--- src/rtl/icache_fetch_unit_pkg.sv ---
// Shared types and widths for the direct-mapped instruction cache.
// Holds the controller state encoding and the address/instruction geometry.
package icache_fetch_unit_pkg;

  localparam int ADDR_W = 32;
  localparam int INS_W  = 32;

  typedef enum logic [1:0] {
    ST_IDLE = 2'd0,
    ST_REQ  = 2'd1,
    ST_WAIT = 2'd2
  } state_e;

  // Tag is everything above the index and the 2-bit byte offset.
  function automatic int tag_w(input int index_bits);
    return ADDR_W - 2 - index_bits;
  endfunction

endpackage

--- src/rtl/icache_fetch_unit_if.sv ---
// Fetcher-side and memory-controller-side handshake bundle of the instruction cache.
// The slave modport is the cache's view; master is the surrounding system's view.
interface icache_fetch_unit_if;
  import icache_fetch_unit_pkg::*;

  logic              fetch_valid;
  logic [ADDR_W-1:0] fetch_pc;
  logic              fetch_ready;
  logic              ins_valid;
  logic [INS_W-1:0]  ins_out;
  logic              ic_enable;
  logic              ic_flag;
  logic [ADDR_W-1:0] ins_addr;
  logic [INS_W-1:0]  ins;
  logic              ins_rdy;

  modport slave (
    input  fetch_valid, fetch_pc, ic_enable, ins, ins_rdy,
    output fetch_ready, ins_valid, ins_out, ic_flag, ins_addr
  );

  modport master (
    output fetch_valid, fetch_pc, ic_enable, ins, ins_rdy,
    input  fetch_ready, ins_valid, ins_out, ic_flag, ins_addr
  );

endinterface

--- src/rtl/icache_line_array.sv ---
// Valid/tag/data storage for a direct-mapped cache with one-word lines.
// Asynchronous read port for lookup, synchronous write port for fills.
module icache_line_array
  import icache_fetch_unit_pkg::*;
#(
  parameter int INDEX_BITS = 6,
  parameter int TAG_W      = 24
) (
  input  logic                  clk,
  input  logic                  rst,
  input  logic [INDEX_BITS-1:0] rd_idx,
  input  logic [TAG_W-1:0]      rd_tag,
  output logic                  hit,
  output logic [INS_W-1:0]      rd_data,
  input  logic                  wr_en,
  input  logic [INDEX_BITS-1:0] wr_idx,
  input  logic [TAG_W-1:0]      wr_tag,
  input  logic [INS_W-1:0]      wr_data
);

  localparam int LINES = 1 << INDEX_BITS;

  logic [LINES-1:0] valid;
  logic [TAG_W-1:0] tag_mem  [LINES];
  logic [INS_W-1:0] data_mem [LINES];

  assign hit     = valid[rd_idx] && (tag_mem[rd_idx] == rd_tag);
  assign rd_data = data_mem[rd_idx];

  // Only the valid bits need a reset; stale tag/data behind a clear valid bit is harmless.
  always_ff @(posedge clk) begin
    if (rst) begin
      valid <= '0;
    end else if (wr_en) begin
      valid[wr_idx] <= 1'b1;
    end
  end

  always_ff @(posedge clk) begin
    if (wr_en) begin
      tag_mem[wr_idx]  <= wr_tag;
      data_mem[wr_idx] <= wr_data;
    end
  end

endmodule

--- src/rtl/icache_fetch_unit.sv ---
// Direct-mapped instruction cache between the fetcher and the memory controller.
// Hits answer one cycle after the request; misses run a single REQ/WAIT fill.
module icache_fetch_unit
  import icache_fetch_unit_pkg::*;
#(
  parameter int INDEX_BITS = 6
) (
  input  logic                clk,
  input  logic                rst,
  input  logic                rdy,
  input  logic                clear,
  icache_fetch_unit_if.slave  bus
);

  localparam int TAG_W = tag_w(INDEX_BITS);

  state_e           state;
  logic             discard;
  logic             accept;
  logic             fill;
  logic             hit;
  logic [INS_W-1:0] rd_data;

  assign bus.fetch_ready = (state == ST_IDLE) && !clear;
  assign accept          = bus.fetch_valid && bus.fetch_ready;
  assign fill            = rdy && (state == ST_WAIT) && bus.ins_rdy;

  // Lookup uses the live fetch address; fill uses the latched miss address.
  icache_line_array #(
    .INDEX_BITS (INDEX_BITS),
    .TAG_W      (TAG_W)
  ) u_lines (
    .clk     (clk),
    .rst     (rst),
    .rd_idx  (bus.fetch_pc[INDEX_BITS+1:2]),
    .rd_tag  (bus.fetch_pc[ADDR_W-1:INDEX_BITS+2]),
    .hit     (hit),
    .rd_data (rd_data),
    .wr_en   (fill),
    .wr_idx  (bus.ins_addr[INDEX_BITS+1:2]),
    .wr_tag  (bus.ins_addr[ADDR_W-1:INDEX_BITS+2]),
    .wr_data (bus.ins)
  );

  always_ff @(posedge clk) begin
    if (rst) begin
      state         <= ST_IDLE;
      discard       <= 1'b0;
      bus.ic_flag   <= 1'b0;
      bus.ins_addr  <= '0;
      bus.ins_valid <= 1'b0;
      bus.ins_out   <= '0;
    end else if (rdy) begin
      bus.ins_valid <= 1'b0;
      case (state)
        ST_IDLE: begin
          if (accept) begin
            if (hit) begin
              bus.ins_valid <= 1'b1;
              bus.ins_out   <= rd_data;
            end else begin
              bus.ins_addr <= bus.fetch_pc & 32'hFFFF_FFFC;
              state        <= ST_REQ;
            end
          end
        end
        ST_REQ: begin
          // Nothing has left the cache yet, so a flush simply abandons the miss.
          if (clear) begin
            state <= ST_IDLE;
          end else if (bus.ic_enable) begin
            bus.ic_flag <= 1'b1;
            state       <= ST_WAIT;
          end
        end
        ST_WAIT: begin
          bus.ic_flag <= 1'b0;
          if (clear) begin
            discard <= 1'b1;
          end
          // The fill always lands; only delivery to a flushed fetcher is dropped.
          if (bus.ins_rdy) begin
            if (!discard && !clear) begin
              bus.ins_valid <= 1'b1;
              bus.ins_out   <= bus.ins;
            end
            discard <= 1'b0;
            state   <= ST_IDLE;
          end
        end
        default: begin
          state <= ST_IDLE;
        end
      endcase
    end
  end

endmodule
--- src/flat_wrapper.sv ---
// flat-port wrapper written by rule: the top's interface ports become plain ports
module icache_fetch_unit_flat import icache_fetch_unit_pkg::*;
#(
  parameter int INDEX_BITS = 6
)
  (clk, rst, rdy, clear, bus_fetch_valid, bus_fetch_pc, bus_ic_enable, bus_ins, bus_ins_rdy, bus_fetch_ready, bus_ins_valid, bus_ins_out, bus_ic_flag, bus_ins_addr);
  icache_fetch_unit_if bus_i ();
  input  logic clk;
  input  logic rst;
  input  logic rdy;
  input  logic clear;
  input wire logic [$bits(bus_i.fetch_valid)-1:0] bus_fetch_valid;
  input wire logic [$bits(bus_i.fetch_pc)-1:0] bus_fetch_pc;
  input wire logic [$bits(bus_i.ic_enable)-1:0] bus_ic_enable;
  input wire logic [$bits(bus_i.ins)-1:0] bus_ins;
  input wire logic [$bits(bus_i.ins_rdy)-1:0] bus_ins_rdy;
  output wire logic [$bits(bus_i.fetch_ready)-1:0] bus_fetch_ready;
  output wire logic [$bits(bus_i.ins_valid)-1:0] bus_ins_valid;
  output wire logic [$bits(bus_i.ins_out)-1:0] bus_ins_out;
  output wire logic [$bits(bus_i.ic_flag)-1:0] bus_ic_flag;
  output wire logic [$bits(bus_i.ins_addr)-1:0] bus_ins_addr;
  assign bus_i.fetch_valid = bus_fetch_valid;
  assign bus_i.fetch_pc = bus_fetch_pc;
  assign bus_i.ic_enable = bus_ic_enable;
  assign bus_i.ins = bus_ins;
  assign bus_i.ins_rdy = bus_ins_rdy;
  assign bus_fetch_ready = bus_i.fetch_ready;
  assign bus_ins_valid = bus_i.ins_valid;
  assign bus_ins_out = bus_i.ins_out;
  assign bus_ic_flag = bus_i.ic_flag;
  assign bus_ins_addr = bus_i.ins_addr;
  icache_fetch_unit #(.INDEX_BITS(INDEX_BITS)) u_core (.clk(clk), .rst(rst), .rdy(rdy), .clear(clear), .bus(bus_i));
endmodule
--- config.mk ---
export PLATFORM = sky130hd
export DESIGN_NAME = icache_fetch_unit_flat
export DESIGN_NICKNAME = d
export VERILOG_FILES = /design/src/rtl/icache_fetch_unit_pkg.sv /design/src/rtl/icache_fetch_unit_if.sv /design/src/rtl/icache_line_array.sv /design/src/rtl/icache_fetch_unit.sv /design/src/flat_wrapper.sv
export SDC_FILE = /design/constraint.sdc
export NUM_CORES = 2
export LEC_CHECK = 0
export CAP_MARGIN = 20
export CORE_UTILIZATION = 55
export CTS_CLUSTER_SIZE = 16
export DETAILED_ROUTE_END_ITERATION = 12
export GPL_TIMING_DRIVEN = 0
export PLACE_DENSITY_LB_ADDON = 0.12
export SLEW_MARGIN = 40
export SYNTH_ARGS = -nofsm -noshare
export SYNTH_HDL_FRONTEND = slang
export SYNTH_SLANG_ARGS = --single-unit
--- constraint.sdc ---
create_clock -name clk -period 9.7 [get_ports clk]
set_input_delay 2.91 -clock clk [delete_from_list [all_inputs] [get_ports clk]]
set_output_delay 2.91 -clock clk [all_outputs]
set_load 0.02 [all_outputs]
==> key figures <==
Placement
  – Placed cell areas: approximately 160000 µm²
  – DP Cell Count: 10384
  – Gpl congestion: between 0.9 and 1
  – Post-DP HPWL: 345 mm
  – Port Buffers: approximately 130

Route
  – Pre-Repair DR Iteration Count: 8
  – Drt wl/cell: approximately 45 µm
  – DRT antenna net count: 0
  – Vias: between 70000 and 80000
  – DRT iter0 DRCs: 14216
  – DR DRC count: 0
  – Vias per cell: 7.14
  – WL final: between 400 and 500 mm

Global route
  – Vias in the first global route: roughly 76000
  – Largest net degree at the start of global routing: 67
  – Met3 Resource Use GR: 9.59%
  – Met1 GRT Util: roughly half
  – GRT overflow: 0
  – GRT Total Usage: between 30% and 40%
  – Initial antenna violation count: 27
  – First-pass GRT wire length: between 600 and 700 mm
  – Most Used Layer, Global Route: met2
  – Met2 GRT Util: approximately 60%

Timing
  – Slew HR: approximately 34%
  – Worst-Margin Slew: between 0.9 and 1 ns
  – Fin crit share: between 80 and 90%
  – Clk_skew: 0.0764 ns
  – Final setup TNS: 0 ns
  – Setup-failing EPs final: 0
  – Max-slew violations: 0
  – FMAX: 116 MHz
  – RSZ-0062 raised after global routing: no
  – Fin crit period: about 8.6 ns
  – Final Hold Viols: 0

Logic synthesis
  – Top FF cell, synth: edfxtp_1
  – Cell taking the most area after synthesis: edfxtp_1
  – Post-synth EDFFs: between 3000 and 4000
  – Mapped Cells: 6410
  – Yosys top cell area share: roughly three quarters
  – Synth warnings: 0
  – Post-synthesis cell type count: 75
  – Avg Cell Area, Syn: approximately 22 µm²
  – Post-synthesis adder-cell area fraction: 0%
  – Simple-Gate Fraction of Synth Area: ~2.1%
  – Mapped cell area: 143000 µm²
  – Synth async-reset ratio: 0%
  – Compound-Gate Fraction of Synth Area: approximately 1.7%
  – Synth area leaders: edfxtp_1 75%, mux4_2 15%, mux2i_1 2.6%
  – #FFs+latches synth: about 3700
  – Mux cell area share after synthesis: 17.7%
  – Largest family of logic cells by synthesized area: multiplexers
  – Xor-xnor portion of the synthesized cell area: less than 1%
  – Sequential share of the synthesized area: roughly 77%

Clock network
  – Clk buf depth: 4
  – TritonCTS Buffers: around 390
  – Clk_lat worst skew: 1.00 ns
  – Clock transition at path regs: about 0.070 ns
  – H-tree levels: 5
  – CTS tree: yes
  – Post-CTS sizing: 0
  – Root Driver: clkbuf_16
  – Hold Buf Count CTS: 0
  – Clk sinks: ~3700
  – Post CTS Setup Buffer Count: 0

Cells and area
  – Final cell count without fillers: roughly 11000
  – Share of cells above drive strength 1: about a third
  – Commonest non-fill, non-tap cells in the layout: 3584 x edfxtp_1, 922 x mux4_2, 393 x clkbuf_16
  – NumNets Final: 7463
  – Finished Cell Area: between 150000 and 200000 µm²
  – Layout Area Growth over Synthesis: 20.0%
  – Commonest non-fill, non-tap cell in the layout: edfxtp_1

Worst setup path
  – Critical-path top delay cell: buf_2
  – Family with the most delay on the worst path: buffers and inverters
  – Critical path type: primary input to flop
  – WP data required: 10.57 ns
  – Worst-path maximum fanout: 10
  – Slowest Stage Delay on Critical Path: 0.80 ns
  – CP bufs+invs: 8
  – Crit end category: flop
  – Cells along the critical path: clkdlybuf4s50_1 > buf_4 > buf_4 > buf_4 > buf_4 > buf_2 > buf_2 > clkbuf_1 > mux4_2 > mux4_2 > mux2i_1 > nand2_1 > o21ai_0 > a211oi_1 > mux2_4
  – Worst EP arrival: roughly 9.5 ns
  – Critical path's most frequent cell: buf_4
  – Startpoint type of the worst setup path: primary input

Floorplanning
  – Die width: around 510 µm
  – Core area: 258000 µm²
  – IO Count: about 140
  – Row cnt: 186
  – Initial Util: 55.5%
  – Die height: 512 µm
  – DIE AREA: ~260000 µm²

Power and ir drop
  – Comb pwr share: under 10%
  – Total power: about 34 mW
  – Max VDD drop: around 0.00021 V
  – Reg power frac: about half
  – Net Sw Frac: roughly a fifth
  – Pwr dens: 198 nW/µm²
  – Int Pwr: around 27 mW
  – Leakage power: approximately 57 nW
  – Clock network power share: roughly 43%
  – Net Switching: ~7.3 mW

Outcome
  – Status: complete, no violations

Flow run
  – Max-cap check violation count: 0

Min path
  – Worst Hold Class: flop to flop
-- routing by layer --
metal	routed length [µm]	up-vias
met5	165	-
met4	35000	24
met3	63600	1600
met2	229000	6920
met1	166000	41527
li1	-	29064
-- layout make-up --
| type | instances | area, µm² |
|---|---|---|
| antenna | 9 | 22.5 |
| clock buffer | 494 | 10300 |
| clock inverter | 196 | 2020 |
| inverter | 6 | 22.5 |
| sequential | 3715 | 110000 |
| timing repair buffer | 593 | 11300 |
| buffer | 352 | 2090 |
| tap | 3384 | 4230 |
| fill | 16032 | 86000 |
| multi-input combinational | 2338 | 31500 |
-- power by group through the flow --
stage / Clock [mW] / Sequential, mW / Combinational, mW
5_1_grt: 15.3 / 17.6 / 1.72
4_1_cts: 14.7 / 17.6 / 1.66
3_5_place_dp: 0 / 17.9 / 1.65
2_1_floorplan: 0 / 17.9 / 0.855
3_3_place_gp: 0 / 18.0 / 1.56
6_report: 14.7 / 17.6 / 1.70
-- tightest hold or removal path, stage by stage, from the launching register on --
cell     delay (ns)
dfxtp_1        0.32
nor2_1         0.05
nor2_1         0.07
-- synthesized netlist by cell type (all sizes together), types with 22 or more instances --
| master | n |
|---|---|
| nand3 | 55 |
| nor2 | 209 |
| nor2b | 60 |
| dfxtp | 131 |
| a22oi | 126 |
| clkbuf | 127 |
| a21oi | 63 |
| mux2 | 63 |
| edfxtp | 3584 |
| mux2i | 369 |
| nand2b | 78 |
| mux4 | 922 |
| nand2 | 120 |
| buf | 225 |
| nor3 | 22 |
-- worst paths after layout --
kind | from | to | slack (ns) | cells after the start
max reg2reg | u_core.u_lines.tag_mem[15][7] | u_core.bus.ins_out[30] | 5.10 | 12
max | bus_fetch_pc[3] | u_core.bus.ins_out[2] | 1.05 | 15
min | u_core.u_lines.valid[30] | u_core.u_lines.valid[30] | 0.47 | 2
min reg2reg | u_core.u_lines.valid[30] | u_core.u_lines.valid[30] | 0.47 | 2
-- registers in the layout, summed over array words and instances (netlist names) --
signal	flops
u_core.bus.ic_flag	1
u_core.bus.ins_addr	30
u_core.bus.ins_out	32
u_core.bus.ins_valid	1
u_core.discard	1
u_core.state	2
u_core.u_lines.data_mem	2048
u_core.u_lines.tag_mem	1536
u_core.u_lines.valid	64
-- metrics by stage --
step,setup WS [ns],hold slack [ns],util [%]
CTS,1.56,0.471,66.6
global route,1.27,0.487,66.6
finish,1.05,0.471,66.6
floorplan,3.13,0.435,-
global placement,-3.66,0.444,57.7
detailed placement,0.549,0.458,61.8
-- kinds of logic after synthesis --
logic type      Yosys count
mux                    1354
compound gates          341
other cells               1
simple gates            621
flops                  3715
xor+xnor                 20
buf+inv                 358
Power figures use the tool's default switching activity.
